$ cat config.mk
export PLATFORM = sky130hd
export DESIGN_NAME = barcode_entry_matcher
export DESIGN_NICKNAME = d
export VERILOG_FILES = /design/src/rtl/barcode_pkg.sv /design/src/rtl/barcode_prefix_match.sv /design/src/rtl/barcode_entry_matcher.sv
export SDC_FILE = /design/constraint.sdc
export NUM_CORES = 1
export LEC_CHECK = 0
export CORE_MARGIN = 8
export CORE_UTILIZATION = 56
export CTS_BUF_LIST = sky130_fd_sc_hd__clkbuf_2
export DETAILED_ROUTE_END_ITERATION = 8
export PLACE_DENSITY = 0.82
export SYNTH_ARGS = -nofsm -noshare
export SYNTH_HDL_FRONTEND = slang
export SYNTH_SLANG_ARGS = --single-unit
$ cat constraint.sdc
create_clock -name clk -period 16 [get_ports clk]
set_input_delay 4 -clock clk [delete_from_list [all_inputs] [get_ports clk]]
set_output_delay 4 -clock clk [all_outputs]
set_load 0.01 [all_outputs]
$ cat src/rtl/barcode_pkg.sv
// Shared types and the default product table for the barcode entry matcher.
package barcode_pkg;

  localparam int DIGIT_W          = 4;
  localparam int DEF_NUM_PRODUCTS = 12;
  localparam int DEF_NUM_DIGITS   = 4;

  // Product 0 occupies the least significant 16 bits; each code is MSD first.
  localparam logic [DEF_NUM_PRODUCTS*DEF_NUM_DIGITS*DIGIT_W-1:0] DEFAULT_PRODUCT_TABLE = {
    16'h1213, 16'h1342, 16'h4321, 16'h3112, 16'h2144, 16'h2134,
    16'h3214, 16'h3133, 16'h3121, 16'h4133, 16'h4132, 16'h3124
  };

  typedef enum logic [1:0] {
    ST_IDLE     = 2'd0,
    ST_ENTRY    = 2'd1,
    ST_COMPLETE = 2'd2
  } state_t;

endpackage

$ cat src/rtl/barcode_prefix_match.sv
// Combinational prefix matcher: bit i is set when the top len digits of
// product i equal the top len digits of prefix.
module barcode_prefix_match
  import barcode_pkg::*;
#(
  parameter int NUM_PRODUCTS = DEF_NUM_PRODUCTS,
  parameter int NUM_DIGITS   = DEF_NUM_DIGITS,
  parameter int DW           = DIGIT_W,
  parameter logic [NUM_PRODUCTS*NUM_DIGITS*DW-1:0] PRODUCT_TABLE = DEFAULT_PRODUCT_TABLE
) (
  input  logic [NUM_DIGITS*DW-1:0]          prefix,
  input  logic [$clog2(NUM_DIGITS+1)-1:0]   len,
  output logic [NUM_PRODUCTS-1:0]           match
);

  localparam int CODE_W = NUM_DIGITS * DW;

  always_comb begin
    match = '0;
    for (int i = 0; i < NUM_PRODUCTS; i++) begin
      match[i] = 1'b1;
      for (int d = 0; d < NUM_DIGITS; d++) begin
        // Digit d counts from the most significant end of the code.
        if ((d < int'(len)) &&
            (PRODUCT_TABLE[i*CODE_W + (NUM_DIGITS-1-d)*DW +: DW] != prefix[(NUM_DIGITS-1-d)*DW +: DW])) begin
          match[i] = 1'b0;
        end
      end
    end
  end

endmodule

$ cat src/rtl/barcode_entry_matcher.sv
// Barcode entry buffer with live prefix highlighting and product selection.
// Optional inactivity timeout is built only when BARCODE_TIMEOUT_EN is defined.
module barcode_entry_matcher
  import barcode_pkg::*;
#(
  parameter int NUM_PRODUCTS = DEF_NUM_PRODUCTS,
  parameter int NUM_DIGITS   = DEF_NUM_DIGITS,
  parameter int DIGIT_W      = barcode_pkg::DIGIT_W,
  parameter logic [NUM_PRODUCTS*NUM_DIGITS*DIGIT_W-1:0] PRODUCT_TABLE = DEFAULT_PRODUCT_TABLE,
  parameter int TIMEOUT_CYCLES = 50_000_000
) (
  input  logic                                clk,
  input  logic                                reset,
  input  logic                                digit_valid,
  input  logic [DIGIT_W-1:0]                  digit_in,
  input  logic                                backspace,
  input  logic                                clear,
  output logic [NUM_DIGITS*DIGIT_W-1:0]       barcode_out,
  output logic [$clog2(NUM_DIGITS+1)-1:0]     digits_entered,
  output logic [NUM_PRODUCTS-1:0]             highlight_mask,
  output logic [$clog2(NUM_PRODUCTS+1)-1:0]   match_count,
  output logic                                reject,
  output logic                                select_valid,
  output logic [$clog2(NUM_PRODUCTS)-1:0]     select_index,
  output logic                                timeout,
  output state_t                              state_dbg
);

  localparam int BUF_W = NUM_DIGITS * DIGIT_W;
  localparam int CNT_W = $clog2(NUM_DIGITS+1);
  localparam int MC_W  = $clog2(NUM_PRODUCTS+1);
  localparam int IDX_W = $clog2(NUM_PRODUCTS);

  // Handshake: digit_valid/backspace/clear are single-cycle strobes, always
  // consumed on the clock edge where they are high (no ready back-pressure);
  // reject and select_valid answer them one cycle later as one-cycle pulses.

  state_t                   state_q, state_d;
  logic [BUF_W-1:0]         buf_q, buf_d;
  logic [CNT_W-1:0]         cnt_q, cnt_d;
  logic [NUM_PRODUCTS-1:0]  mask_q, mask_d;
  logic [MC_W-1:0]          mcount_q, mcount_d;
  logic                     reject_q, reject_d;
  logic                     sel_v_q, sel_v_d;
  logic [IDX_W-1:0]         sel_i_q, sel_i_d;
  logic                     activity;

  logic [BUF_W-1:0]         cand_buf;
  logic [CNT_W-1:0]         cand_len;
  logic [NUM_PRODUCTS-1:0]  cand_match;
  logic [NUM_PRODUCTS-1:0]  buf_match;

  barcode_prefix_match #(
    .NUM_PRODUCTS (NUM_PRODUCTS),
    .NUM_DIGITS   (NUM_DIGITS),
    .DW           (DIGIT_W),
    .PRODUCT_TABLE(PRODUCT_TABLE)
  ) u_cand_match (
    .prefix(cand_buf),
    .len   (cand_len),
    .match (cand_match)
  );

  barcode_prefix_match #(
    .NUM_PRODUCTS (NUM_PRODUCTS),
    .NUM_DIGITS   (NUM_DIGITS),
    .DW           (DIGIT_W),
    .PRODUCT_TABLE(PRODUCT_TABLE)
  ) u_buf_match (
    .prefix(buf_d),
    .len   (cnt_d),
    .match (buf_match)
  );

`ifdef BARCODE_TIMEOUT_EN
  localparam int TMO_W = $clog2(TIMEOUT_CYCLES+1);
  logic [TMO_W-1:0] tmo_q, tmo_d;
  logic             timeout_q, timeout_d;
`endif

  always_comb begin
    cand_buf = buf_q;
    for (int d = 0; d < NUM_DIGITS; d++) begin
      if (d == int'(cnt_q)) cand_buf[(NUM_DIGITS-1-d)*DIGIT_W +: DIGIT_W] = digit_in;
    end
    cand_len = cnt_q + CNT_W'(1);
  end

  always_comb begin
    state_d  = state_q;
    buf_d    = buf_q;
    cnt_d    = cnt_q;
    reject_d = 1'b0;
    sel_v_d  = 1'b0;
    sel_i_d  = '0;
    activity = 1'b0;

    if (state_q == ST_COMPLETE) begin
      state_d = ST_IDLE;
      buf_d   = '0;
      cnt_d   = '0;
    end else if (clear) begin
      activity = 1'b1;
      state_d  = ST_IDLE;
      buf_d    = '0;
      cnt_d    = '0;
    end else if (backspace) begin
      activity = 1'b1;
      if (cnt_q != '0) begin
        for (int d = 0; d < NUM_DIGITS; d++) begin
          if (d == int'(cnt_q) - 1) buf_d[(NUM_DIGITS-1-d)*DIGIT_W +: DIGIT_W] = '0;
        end
        cnt_d   = cnt_q - CNT_W'(1);
        state_d = (cnt_q == CNT_W'(1)) ? ST_IDLE : ST_ENTRY;
      end
    end else if (digit_valid) begin
      if (|cand_match) begin
        activity = 1'b1;
        buf_d    = cand_buf;
        cnt_d    = cand_len;
        if (cand_len == CNT_W'(NUM_DIGITS)) begin
          state_d = ST_COMPLETE;
          sel_v_d = 1'b1;
          // Scan downward so the lowest matching index wins on duplicates.
          for (int i = NUM_PRODUCTS-1; i >= 0; i--) begin
            if (cand_match[i]) sel_i_d = IDX_W'(i);
          end
        end else begin
          state_d = ST_ENTRY;
        end
      end else begin
        reject_d = 1'b1;
      end
    end

`ifdef BARCODE_TIMEOUT_EN
    tmo_d     = '0;
    timeout_d = 1'b0;
    if (state_q == ST_ENTRY && !activity) begin
      if (tmo_q == TMO_W'(TIMEOUT_CYCLES - 1)) begin
        state_d   = ST_IDLE;
        buf_d     = '0;
        cnt_d     = '0;
        timeout_d = 1'b1;
      end else begin
        tmo_d = tmo_q + TMO_W'(1);
      end
    end
`endif

    mask_d   = (cnt_d == '0) ? '0 : buf_match;
    mcount_d = '0;
    for (int i = 0; i < NUM_PRODUCTS; i++) begin
      mcount_d = mcount_d + MC_W'(mask_d[i]);
    end
  end

  always_ff @(posedge clk) begin
    if (reset) begin
      state_q  <= ST_IDLE;
      buf_q    <= '0;
      cnt_q    <= '0;
      mask_q   <= '0;
      mcount_q <= '0;
      reject_q <= 1'b0;
      sel_v_q  <= 1'b0;
      sel_i_q  <= '0;
`ifdef BARCODE_TIMEOUT_EN
      tmo_q     <= '0;
      timeout_q <= 1'b0;
`endif
    end else begin
      state_q  <= state_d;
      buf_q    <= buf_d;
      cnt_q    <= cnt_d;
      mask_q   <= mask_d;
      mcount_q <= mcount_d;
      reject_q <= reject_d;
      sel_v_q  <= sel_v_d;
      sel_i_q  <= sel_i_d;
`ifdef BARCODE_TIMEOUT_EN
      tmo_q     <= tmo_d;
      timeout_q <= timeout_d;
`endif
    end
  end

  assign barcode_out    = buf_q;
  assign digits_entered = cnt_q;
  assign highlight_mask = mask_q;
  assign match_count    = mcount_q;
  assign reject         = reject_q;
  assign select_valid   = sel_v_q;
  assign select_index   = sel_i_q;
  assign state_dbg      = state_q;
`ifdef BARCODE_TIMEOUT_EN
  assign timeout        = timeout_q;
`else
  assign timeout        = 1'b0;
`endif

endmodule

==> results.py <==
metrics = {
    "global_route": {
        "grt_max_degree": 36,
        "grt-ovfl-total": 0,
        "grt_pass1_wl_um": 19500,
        "antenna_found_initial": 0,
        "grt_pass1_vias": 3571,
        "grt_use_total_pct": 24.8,
    },
    "synthesis": {
        "yosysMostFrequentCell": "nor2_1",
        "synth_nets": 480,
        "synth-async-reset-ratio_pct": 0,
        "synth_area_per_cell_sq_um": 8.16,
        "synthTopCellsByCount": "nor2_1 (51), dfxtp_1 (43), nand2_1 (34)",
        "synth_edf_count": 0,
        "syn_inst": 451,
        "yosysSeqAreaShare_pct": 23.4,
        "yosys_warnings": 0,
        "synth_flop_cell": "dfxtp_1",
        "ys_ff_latch": 43,
        "yosys.area.top_type": "dfxtp_1",
        "synth_top_area_share_pct": 23.4,
        "netlist_area_sq_um": 3680,
        "synth_area_leaders": "dfxtp_1 (23%), nor2_1 (5.2%), ha_1 (4.4%)",
        "synth.distinct_cells": 80,
    },
    "final_layout": {
        "num-fill-cells": 558,
        "final_cell_area_sq_um": 4190,
        "area_growth_pct": 13.7,
        "multi_input_area_sq_um": 2590,
        "nNetsFinal": 513,
        "sequential_cell_area_sq_um": 861,
        "diodes": 0,
        "final_layout_size_suffix_gt1_share_pct": 10.5,
    },
    "clock_network": {
        "clk_latency_ns": 0.46,
        "clk_pin_slew_worst_paths_ns": 0.24,
        "clockBufferDepth": 2,
        "post_cts_resized": 0,
        "postCtsHoldBufs": 0,
        "cts_setup_buffers": 0,
        "cts_inserted_buffers": 5,
        "clock_tree.root_cell": "clkbuf_2",
        "cts_tree": "done",
        "cts.sinks": 43,
        "htreeDepth": 2,
    },
    "timing": {
        "skew_ns": 0.0515,
        "worstMarginPinSlew_ns": 0.977,
        "slew_violations": 0,
        "hold_viol": 0,
        "setup_tns_ns": 0,
        "fin_crit_sh_pct": 69.8,
        "setup_viol": 0,
        "clock.fmax_ghz": 0.0896,
        "timing.final.crit_period_ns": 11.16,
        "rsz0062_at_grt": "false",
        "relSlewSlack_pct": 34.7,
    },
    "critical_path": {
        "cp-startpoint": "digit_in[3]",
        "arrival_ns": 11.51,
        "critPathRequiredTime_ns": 16.35,
        "crit_fanout": 12,
        "critPathLaunchType": "input pin",
        "reg2reg_from": "digits_entered[0]",
        "crit_type": "in -> reg",
        "worstSetupEndpointType": "flip-flop",
    },
    "floorplan": {
        "core_area_sq_um": 6350,
        "die_area_sq_um": 9430,
        "start_util_pct": 58.0,
        "rows": 29,
        "dieWidth_um": 97.1,
        "die_y_um": 97.1,
        "ios": 53,
    },
    "power_and_ir_drop": {
        "cellLeakagePower_nw": 1.57,
        "power_frac_comb_pct": 67.2,
        "clkPwrFrac_pct": 9.6,
        "p_seq_share_pct": 23.2,
        "sw_frac_of_total_pct": 53.1,
        "ir_drop_mv": 0.126,
        "power_density_nw_per_um2": 131,
        "p_sw_mw": 0.291,
        "p_int_mw": 0.258,
    },
    "placement": {
        "dpl-instance-area_sq_um": 4140,
        "port_buffers": 51,
        "gp_congestion": 0.984,
        "place_hpwl_um": 9120,
    },
    "routing": {
        "initialDrtViolationCount": 696,
        "drtAntennaViolNets": 0,
        "via_per_inst": 6.81,
        "route.final.wire_length_um": 12000,
        "avgRoutedWirePerCell_um": 21.4,
        "route.detailed.drc": 0,
        "dr_total_vias": 3827,
        "firstDrtPassIters": 7,
    },
    "outcome": {
        "outcome": "complete, no violations",
    },
    "run": {
        "drv_cap": 0,
    },
    "min_path": {
        "hp-class": "reg -> reg",
        "hp-start": "barcode_out[3]",
    },
}
## per-layer routing
| layer | track usage, % | vias up | share of wire [%] |
|---|---|---|---|
| li1 | - | 1763 | - |
| met2 | 36.7 | 292 | 43 |
| met1 | 33.7 | 1740 | 43 |
| met5 | 0 | - | 0 |
| met3 | 6.76 | 32 | 12 |
| met4 | 8.05 | 0 | 1.9 |
## layout by cell type (no fill, tap or decap), drive strengths merged, types with 3 or more instances in the layout
cell type,Yosys,final
a41oi,4,4
mux2i,11,11
and2,4,4
o21a,5,5
a31o,6,6
o21ai,12,12
clkdlybuf4s50,0,51
nand2,34,34
or3,6,6
o221ai,8,8
nor3b,3,3
nor4b,3,3
or4,5,5
a21o,3,3
ha,13,13
dfxtp,43,43
nand3,10,10
a21oi,29,29
nor3,24,24
o311ai,4,4
nor2,51,51
o22ai,4,4
nand2b,13,13
clkbuf,9,5
inv,19,20
mux2,10,10
fa,7,7
nor4,16,16
a31oi,10,10
and3,5,5
nor2b,6,6
o31ai,11,11
or2,6,6
a32oi,3,3
nand4,4,4
## final cells by class
class / count / share of cell area [%]
clock buffers: 5 / 0.598
repair buffers: 52 / 12.4
flip-flops and latches: 43 / 20.6
clock inverters: 3 / 0.568
multi-input cells: 363 / 61.9
well taps: 77 / 2.30
inverters: 19 / 1.70
## flip-flops by register name (all words and copies together) (netlist names)
| signal | flops |
|---|---|
| barcode_out | 16 |
| highlight_mask | 12 |
| match_count | 4 |
| select_index | 4 |
| digits_entered | 3 |
| state_dbg | 2 |
| reject | 1 |
| select_valid | 1 |
## per-stage QoR
step | util, % | hold slack [ns] | setup WS [ns] | cells | power (mW)
finish | 66.0 | 0.632 | 4.84 | 562 | 0.549
global placement | 65.2 | 0.568 | 4.88 | 554 | 0.486
floorplan | - | 0.580 | 6.34 | 451 | 0.409
CTS | 66.0 | 0.621 | 5.00 | 562 | 0.539
global route | 66.0 | 0.677 | 4.44 | 562 | 0.591
detailed placement | 65.2 | 0.565 | 4.56 | 554 | 0.483
## critical path: stages
cell and delay, ns:
clkdlybuf4s50_1 0.74, nor2_1 0.20, mux2_2 0.32, a21oi_2 0.27, nor4_1 0.17, nor3_2 0.74, nand3_1 0.61, o311ai_1 0.72
nor3b_1 0.32, o221ai_1 0.23, nor3_1 0.34, fa_1 0.49, inv_1 0.09, fa_1 0.43, fa_1 0.53, fa_1 0.42
inv_1 0.07, ha_1 0.15, inv_1 0.05, fa_1 0.37, xor2_1 0.15, nor2_1 0.06
## path summary, 6_finish.rpt
kind,slack [ns],end,depth (start not counted)
setup / recovery,4.84,match_count[2],22
hold / removal,0.63,barcode_out[3],2
setup reg to reg,7.36,match_count[2],23
hold reg to reg,0.63,barcode_out[3],2
## power by group through the flow
stage          clock network [mW]  logic, mW  registers, mW
6_report                   0.0527      0.369          0.127
5_1_grt                    0.0577      0.404          0.129
3_3_place_gp                    0      0.357          0.129
2_1_floorplan                   0      0.280          0.129
3_5_place_dp                    0      0.354          0.129
4_1_cts                    0.0538      0.359          0.127
## kinds of logic after synthesis
group | after synthesis | synth area share, %
AO/OA/AOI/OAI | 121 | 26.1
XOR/XNOR | 1 | 0.238
adder cells (fa/ha/maj) | 20 | 8.22
buffers and inverters | 45 | 6.22
flip-flops | 43 | 23.4
multiplexers | 21 | 6.35
other | 1 | 0.102
AND/OR/NAND/NOR | 199 | 29.4
Note: power is estimated with default switching activity, not from simulation.
